--- src/rtl/dmem_pkg.sv ---
// Shared definitions for the data-memory controller.
//  - Access size codes carried on i_mask (2'b10 is decoded as a word).
//  - MMIO FSM state encoding.
//  - gen_be(): byte-enable pattern for a given size and byte offset.
//  - DEADBEEF: load data returned when an MMIO access is aborted.
package dmem_pkg;

  localparam logic [1:0]  SZ_BYTE  = 2'b00;
  localparam logic [1:0]  SZ_HALF  = 2'b01;
  localparam logic [1:0]  SZ_WORD  = 2'b11;
  localparam logic [31:0] DEADBEEF = 32'hDEAD_BEEF;

  typedef enum logic [1:0] {
    IDLE = 2'd0,
    REQ  = 2'd1,
    RESP = 2'd2
  } mmio_state_e;

  function automatic logic [3:0] gen_be(input logic [1:0] size, input logic [1:0] off);
    logic [3:0] be;
    case (size)
      SZ_BYTE: be = 4'b0001 << off;
      SZ_HALF: be = 4'b0011 << off;
      default: be = 4'b1111;
    endcase
    return be;
  endfunction

endpackage

--- src/rtl/dmem_lane_align.sv ---
// Combinational lane alignment shared by the SRAM and MMIO paths.
// Store side (current request):
//   i_st_off/i_st_size/i_st_data -> o_be, o_st_data (lane-replicated), o_misaligned
// Load side (offset/size captured when the access was issued):
//   i_ld_off/i_ld_size/i_ld_raw  -> o_ld_data (shifted to lane 0, upper bits zero)
module dmem_lane_align
  import dmem_pkg::*;
(
  input  logic [1:0]  i_st_off,
  input  logic [1:0]  i_st_size,
  input  logic [31:0] i_st_data,
  output logic [3:0]  o_be,
  output logic [31:0] o_st_data,
  output logic        o_misaligned,
  input  logic [1:0]  i_ld_off,
  input  logic [1:0]  i_ld_size,
  input  logic [31:0] i_ld_raw,
  output logic [31:0] o_ld_data
);

  logic [31:0] w_ld_shift;

  always_comb begin
    o_be         = gen_be(i_st_size, i_st_off);
    o_st_data    = i_st_data;
    o_misaligned = 1'b0;
    case (i_st_size)
      SZ_BYTE: o_st_data = {4{i_st_data[7:0]}};
      SZ_HALF: begin
        o_st_data    = {2{i_st_data[15:0]}};
        o_misaligned = i_st_off[0];
      end
      default: o_misaligned = (i_st_off != 2'b00);
    endcase
  end

  // Only the addressed lanes are returned; the core does any sign extension.
  always_comb begin
    w_ld_shift = i_ld_raw >> {i_ld_off, 3'b000};
    o_ld_data  = w_ld_shift;
    case (i_ld_size)
      SZ_BYTE: o_ld_data = {24'd0, w_ld_shift[7:0]};
      SZ_HALF: o_ld_data = {16'd0, w_ld_shift[15:0]};
      default: o_ld_data = w_ld_shift;
    endcase
  end

endmodule

--- src/rtl/data_mem_ctrl.sv ---
// Data-memory controller between the core's EX-stage data port and WB.
// Requests below MMIO_BASE go to the tightly-coupled SRAM (1-cycle latency,
// one access per cycle); requests at or above MMIO_BASE go through a
// valid/ready MMIO FSM with a timeout. Misaligned accesses are dropped and
// acknowledged with o_misaligned the next cycle.
// Ports:
//   i_clk, i_rst                     clock, synchronous active-high reset
//   i_addr/i_wr_data/i_mask          request address, store data, size code
//   i_wr_en/i_rd_en/i_req            store, load, request strobe
//   o_rd_data/o_ack                  load data (lane 0) and completion
//   o_busy/o_misaligned/o_bus_err    FSM busy, misalign pulse, timeout pulse
//   o_sram_*/i_sram_rdata            SRAM port
//   o_mmio_*/i_mmio_*                MMIO valid/ready bus
module data_mem_ctrl
  import dmem_pkg::*;
#(
  parameter int          XLEN         = 32,
  parameter int          DMEM_AW      = 12,
  parameter logic [31:0] MMIO_BASE    = 32'h8000_0000,
  parameter int          MMIO_TIMEOUT = 16
) (
  input  logic               i_clk,
  input  logic               i_rst,
  input  logic [XLEN-1:0]    i_addr,
  input  logic [XLEN-1:0]    i_wr_data,
  input  logic [1:0]         i_mask,
  input  logic               i_wr_en,
  input  logic               i_rd_en,
  input  logic               i_req,
  output logic [XLEN-1:0]    o_rd_data,
  output logic               o_ack,
  output logic               o_busy,
  output logic               o_misaligned,
  output logic               o_bus_err,
  output logic               o_sram_en,
  output logic               o_sram_we,
  output logic [DMEM_AW-1:0] o_sram_addr,
  output logic [XLEN-1:0]    o_sram_wdata,
  output logic [3:0]         o_sram_be,
  input  logic [XLEN-1:0]    i_sram_rdata,
  output logic               o_mmio_valid,
  output logic               o_mmio_we,
  output logic [XLEN-1:0]    o_mmio_addr,
  output logic [XLEN-1:0]    o_mmio_wdata,
  output logic [3:0]         o_mmio_be,
  input  logic               i_mmio_ready,
  input  logic               i_mmio_rvalid,
  input  logic [XLEN-1:0]    i_mmio_rdata
);

  localparam logic [1:0] S_IDLE = IDLE;
  localparam logic [1:0] S_REQ  = REQ;
  localparam logic [1:0] S_RESP = RESP;
  localparam int         CW     = $clog2(MMIO_TIMEOUT + 1);
  localparam logic [CW-1:0] TMO_LAST = CW'(MMIO_TIMEOUT - 1);

  logic [1:0]      r_state;
  logic [CW-1:0]   r_cnt;
  logic            r_ack;
  logic            r_mis;
  logic            r_berr;
  logic [31:0]     r_rd_data;
  logic            r_sram_pend;
  logic [1:0]      r_ld_off;
  logic [1:0]      r_ld_size;
  logic            r_mmio_we;
  logic [31:0]     r_mmio_addr;
  logic [31:0]     r_mmio_wdata;
  logic [3:0]      r_mmio_be;

  logic            w_accept;
  logic            w_is_mmio;
  logic            w_mis;
  logic            w_sram_en;
  logic            w_mmio_launch;
  logic            w_tmo;
  logic [3:0]      w_be;
  logic [31:0]     w_st_data;
  logic [31:0]     w_ld_raw;
  logic [31:0]     w_ld_data;

  // Load source: an SRAM response is only ever pending while the FSM is
  // idle, so the two paths never need the aligner in the same cycle.
  assign w_ld_raw = r_sram_pend ? i_sram_rdata : i_mmio_rdata;

  dmem_lane_align u_align (
    .i_st_off     (i_addr[1:0]),
    .i_st_size    (i_mask),
    .i_st_data    (i_wr_data),
    .o_be         (w_be),
    .o_st_data    (w_st_data),
    .o_misaligned (w_mis),
    .i_ld_off     (r_ld_off),
    .i_ld_size    (r_ld_size),
    .i_ld_raw     (w_ld_raw),
    .o_ld_data    (w_ld_data)
  );

  assign o_busy        = (r_state != S_IDLE);
  assign w_accept      = i_req & ~o_busy & ~i_rst;
  assign w_is_mmio     = (i_addr >= MMIO_BASE);
  assign w_sram_en     = w_accept & ~w_mis & ~w_is_mmio;
  assign w_mmio_launch = w_accept & ~w_mis & w_is_mmio & (i_wr_en | i_rd_en);
  assign w_tmo         = (r_cnt == TMO_LAST);

  assign o_sram_en    = w_sram_en;
  assign o_sram_we    = w_sram_en & i_wr_en;
  assign o_sram_addr  = w_sram_en ? i_addr[DMEM_AW+1:2] : '0;
  assign o_sram_wdata = w_sram_en ? w_st_data : '0;
  assign o_sram_be    = w_sram_en ? w_be : 4'b0000;

  assign o_mmio_valid = (r_state == S_REQ);
  assign o_mmio_we    = r_mmio_we;
  assign o_mmio_addr  = r_mmio_addr;
  assign o_mmio_wdata = r_mmio_wdata;
  assign o_mmio_be    = r_mmio_be;

  // SRAM data arrives straight from the macro in the ack cycle; everything
  // else comes from the response registers.
  assign o_ack        = r_ack | r_sram_pend;
  assign o_rd_data    = r_sram_pend ? w_ld_data : r_rd_data;
  assign o_misaligned = r_mis;
  assign o_bus_err    = r_berr;

  always_ff @(posedge i_clk) begin
    if (i_rst) begin
      r_state      <= S_IDLE;
      r_cnt        <= '0;
      r_ack        <= 1'b0;
      r_mis        <= 1'b0;
      r_berr       <= 1'b0;
      r_rd_data    <= '0;
      r_sram_pend  <= 1'b0;
      r_ld_off     <= 2'b00;
      r_ld_size    <= 2'b00;
      r_mmio_we    <= 1'b0;
      r_mmio_addr  <= '0;
      r_mmio_wdata <= '0;
      r_mmio_be    <= 4'b0000;
    end else begin
      r_ack       <= 1'b0;
      r_mis       <= 1'b0;
      r_berr      <= 1'b0;
      r_rd_data   <= '0;
      r_sram_pend <= w_sram_en;

      if (w_sram_en) begin
        r_ld_off  <= i_addr[1:0];
        r_ld_size <= i_mask;
      end

      if (w_accept & w_mis) begin
        r_mis <= 1'b1;
        r_ack <= 1'b1;
      end

      case (r_state)
        S_IDLE: begin
          if (w_mmio_launch) begin
            r_state      <= S_REQ;
            r_cnt        <= '0;
            r_mmio_we    <= i_wr_en;
            r_mmio_addr  <= i_addr;
            r_mmio_wdata <= w_st_data;
            r_mmio_be    <= w_be;
            r_ld_off     <= i_addr[1:0];
            r_ld_size    <= i_mask;
          end
        end
        S_REQ: begin
          r_cnt <= r_cnt + 1'b1;
          // Completion wins over a timeout landing in the same cycle.
          if (i_mmio_ready & r_mmio_we) begin
            r_state <= S_IDLE;
            r_ack   <= 1'b1;
          end else if (i_mmio_ready & i_mmio_rvalid) begin
            r_state   <= S_IDLE;
            r_ack     <= 1'b1;
            r_rd_data <= w_ld_data;
          end else if (w_tmo) begin
            r_state   <= S_IDLE;
            r_ack     <= 1'b1;
            r_berr    <= 1'b1;
            r_rd_data <= DEADBEEF;
          end else if (i_mmio_ready) begin
            r_state <= S_RESP;
          end
        end
        S_RESP: begin
          r_cnt <= r_cnt + 1'b1;
          if (i_mmio_rvalid) begin
            r_state   <= S_IDLE;
            r_ack     <= 1'b1;
            r_rd_data <= w_ld_data;
          end else if (w_tmo) begin
            r_state   <= S_IDLE;
            r_ack     <= 1'b1;
            r_berr    <= 1'b1;
            r_rd_data <= DEADBEEF;
          end
        end
        default: r_state <= S_IDLE;
      endcase
    end
  end

endmodule

--- config.mk ---
export PLATFORM = sky130hd
export DESIGN_NAME = data_mem_ctrl
export DESIGN_NICKNAME = d
export VERILOG_FILES = /design/src/rtl/dmem_pkg.sv /design/src/rtl/dmem_lane_align.sv /design/src/rtl/data_mem_ctrl.sv
export SDC_FILE = /design/constraint.sdc
export NUM_CORES = 1
export LEC_CHECK = 0
export CORE_MARGIN = 4
export CORE_UTILIZATION = 41
export CTS_CLUSTER_SIZE = 24
export DETAILED_ROUTE_END_ITERATION = 16
export PLACE_DENSITY = 0.88
export SETUP_SLACK_MARGIN = 0.1
export SLEW_MARGIN = 20
export SYNTH_ARGS = -nofsm -noshare
export SYNTH_HDL_FRONTEND = slang
export SYNTH_SLANG_ARGS = --single-unit
--- constraint.sdc ---
create_clock -name i_clk -period 2 [get_ports i_clk]
set_input_delay 0.4 -clock i_clk [delete_from_list [all_inputs] [get_ports i_clk]]
set_output_delay 0.4 -clock i_clk [all_outputs]
set_load 0.05 [all_outputs]
==> metrics list <==
- The run finished, with violations left.
- The checks that failed: setup timing.
- After clock tree synthesis, the clock-pin slew on the worst setup and hold paths is 60 ps.
- Lkg Pwr: about 5.4 nW
- Buffers inserted during clock tree synthesis total 17.
- Static timing analysis puts the maximum clock frequency at 396 MHz.
- Fraction of layout instances using a drive strength above 1: around 44%
* I/O pin total: 293
- Clock sink count: 116
- The worst hold path begins at i_rst.
- Entering global routing, the biggest net connects 80 pins.
- In the post-route analysis, the smallest setup slack over all paths is -524 ps.
* Depth of the worst register-to-register path: 9
* Routability cong.: about 0.90
- The initial utilization of the core area, before any placement, comes to 41.9%.
- Number of hold buffers added after cts: 0
- Syn Std Cell Area: roughly 6100 µm²
* Register-to-Register Setup Slack: -60 ps
* Pwr/cell area: 663 nW/µm²
- CTS tree: yes
* Capturing element of the worst setup path: o_rd_data[14]
- The finished layout holds approximately 1400 standard cells, fillers aside.
- Die extent in x: ~130 µm
- The most critical setup path has its startpoint at r_sram_pend.
* Dpl hpwl: 20.1 mm
- Die Outline Area: 16900 µm²
- Yosys cell types: 47
- Number of synthesized flops with an enable pin: 0
- Along the worst path, the maximum fanout reaches 9.
- The routed design has roughly 41 mm of wire.
- Setup repair after global routing could not meet its margin everywhere.
- The routed design could run at a clock period as short as roughly 2500 ps.
- Met1 usage in global routing: ~36%
- In this run the deepest clock path goes through 2 buffers.
- Via count of the first global-routing pass: between 8000 and 9000
* Post-layout net count: 1316
* Min-Delay Path Class: in2reg
- For the pin with the worst max-slew slack, the measured transition is 999 ps.
- After floorplanning, the core was sized to cover 14500 µm².
* Length of the first detailed-routing pass in iterations: 7
- Root Buffer: clkbuf_16
- Critical path launch point type: flip-flop
- In this run the remaining antenna-violating nets after routing total 0.
* Type of the setup path with the least slack: reg2out
* Grt ovf: 0
* Final Setup Violations: 88
* Tcrit/Tclk final: 126%
- Across the run, the number of max-cap violations was 0.
- Beginning of the worst register-to-register path: r_state[1]
- When the netlist entered floorplanning its net count stood at 870.
- Measured along the y axis, the die boundary spans 130 µm.
- Share of the yosys chip area belonging to registers: 38.1%
- The routed layout has between 8000 and 9000 vias.
- H-tree Lvls: 4
- Flip-flop cell with the highest count after synthesis: dfxtp_1
* Met2 track demand over resource in global routing: 68.2%
* Growth of design area from synthesis to finish: 115%
- Average footprint of a synthesized cell: approximately 8.4 µm²
* Number of endpoints with negative hold slack in the final report: 0
- Crit path required time: 1600 ps
- Critical Path End Type: output pin
- Busiest metal layer after global routing: met2
- Number of buffers inserted by port buffering: 292
- DR DRC count: 0
- Async S/R FF share, synth: 0%
- Yosys printed 0 warnings.
- Most common library cell in the layout ignoring fill and taps: buf_4
- STA puts the critical path data arrival time at ~2100 ps.
- Placed Instances: 1284
* Worst Hold Path Cells: 3
- Detail-routed via count per cell: around 6.4
- Starting DRC count in detailed routing: ~1100
- Finished layout cell area: 13100 µm²
- First-pass GRT wire length: 49.6 mm
* Post-Syn Instances: 727
- Overall routing resource usage: around two fifths
* Seq cells post-synth: 116
- For this run, global-route usage on met3 was measured as 14.0%.
* Total number of placement rows: 44
- Max-slew violation count: 0
- Layout Skew: 22.6 ps
- The worst pin sits at a relative slew slack of between 30% and 40%.
- The worst register-to-register path ends at o_mmio_addr[6].
- The filler cells instantiated in the layout total 540.
- The initial antenna violation count came to 3.
- Post-placement cell area: 10900 µm²
* Mean routed wirelength per cell: 29.8 µm
- Skew-Pair Late Insertion Delay: 450 ps
- Commonest non-fill, non-tap cells in the layout: buf_4 (148), clkdlybuf4s50_1 (133), dfxtp_1 (111)
* Maximum vdd drop: 0.501 mV
==> power breakdown <==
part | internal (W) | switching [W]
sequential | 0.00238 | 0.0000477
combinational | 0.00139 | 0.00160
clock | 0.00196 | 0.00130
total | 0.00573 | 0.00294
==> repair_timing <==
item                       in CTS  in global routing
buffers inserted               25                 18
pin swaps                      11                 44
setup endpoints to repair     163                126
gates resized for setup       239                 88
cloned                          4                 11
==> how the worst min path moves through the flow <==
| stage | slack (ps) | to |
|---|---|---|
| 6_report | 320 | r_state[0] |
| 4_1_cts | 290 | r_state[0] |
| 2_1_floorplan | 460 | r_ld_size[0] |
| 3_5_place_dp | 450 | o_mmio_addr[20] |
| 3_3_place_gp | 440 | o_mmio_addr[27] |
| 5_1_grt | 300 | r_state[0] |
==> Yosys cell counts (7+ instances only) <==
master	instances	area share [%]
and2_1	34	3.5
a211oi_1	19	2.3
mux2i_1	44	7.2
nor3_1	7	0.57
nor2_1	78	4.8
o21a_1	11	1.4
inv_1	27	1.7
mux4_2	24	8.9
clkbuf_1	23	1.4
buf_2	22	1.8
nand3_1	7	0.57
dfxtp_1	116	38
nand2_1	109	6.7
a21oi_1	78	6.4
o21ai_0	50	4.1
==> cells by family (layout without fill, tap and decap cells) <==
group           after synthesis  in the layout  share of synthesized area, %
compound gates              184            184                          17.7
buf+inv                      85            543                          6.63
other cells                   0              2                             0
fa+ha+maj                     6              6                          1.23
flops                       116            116                          38.1
simple gates                268            269                          20.2
mux                          68             68                          16.1
==> registers in the layout (all words and copies together), names as in the netlist, 2 cells and up <==
| signal | count |
|---|---|
| o_mmio_wdata | 32 |
| r_ld_off | 2 |
| r_rd_data | 32 |
| o_mmio_addr | 32 |
| r_ld_size | 2 |
| r_cnt | 5 |
| r_state | 2 |
| o_mmio_be | 4 |
==> per-layer routing <==
layer	up-vias	share of wire (%)
li1	3432	-
met1	4103	30
met2	866	47
met5	-	0.069
met4	4	11
met3	357	13
==> critical path, stage by stage, from the launching register on <==
cell and delay [ps]:
dfxtp_4 410, buf_12 160, mux4_2 580, mux2i_4 250, o22ai_4 110, buf_12 170
==> through the flow <==
step	total power, W	worst slack [ps]	utilization [%]	hold slack (ps)	setup TNS, ps
after floorplan	0.00365	-131	-	457	-5190
after global routing	0.00882	-568	90.0	301	-37150
after global placement	0.00470	-478	75.2	441	-33150
final	0.00868	-524	90.0	315	-33350
after CTS	0.00812	-503	85.4	287	-34190
after detailed placement	0.00475	-553	75.2	448	-38480
==> area by class of cell <==
class | count | area, µm² | share of cell area [%]
Antenna cell | 2 | 5.00 | 0.0382
Tap cell | 184 | 230 | 1.76
Inverter | 28 | 135 | 1.03
Timing Repair Buffer | 480 | 5190 | 39.6
Timing Repair inverter | 3 | 62.6 | 0.478
Sequential cell | 116 | 2330 | 17.8
Clock inverter | 15 | 184 | 1.41
Clock buffer | 17 | 425 | 3.25
Multi-Input combinational cell | 527 | 4530 | 34.6
(Power assumes the default switching activity.)
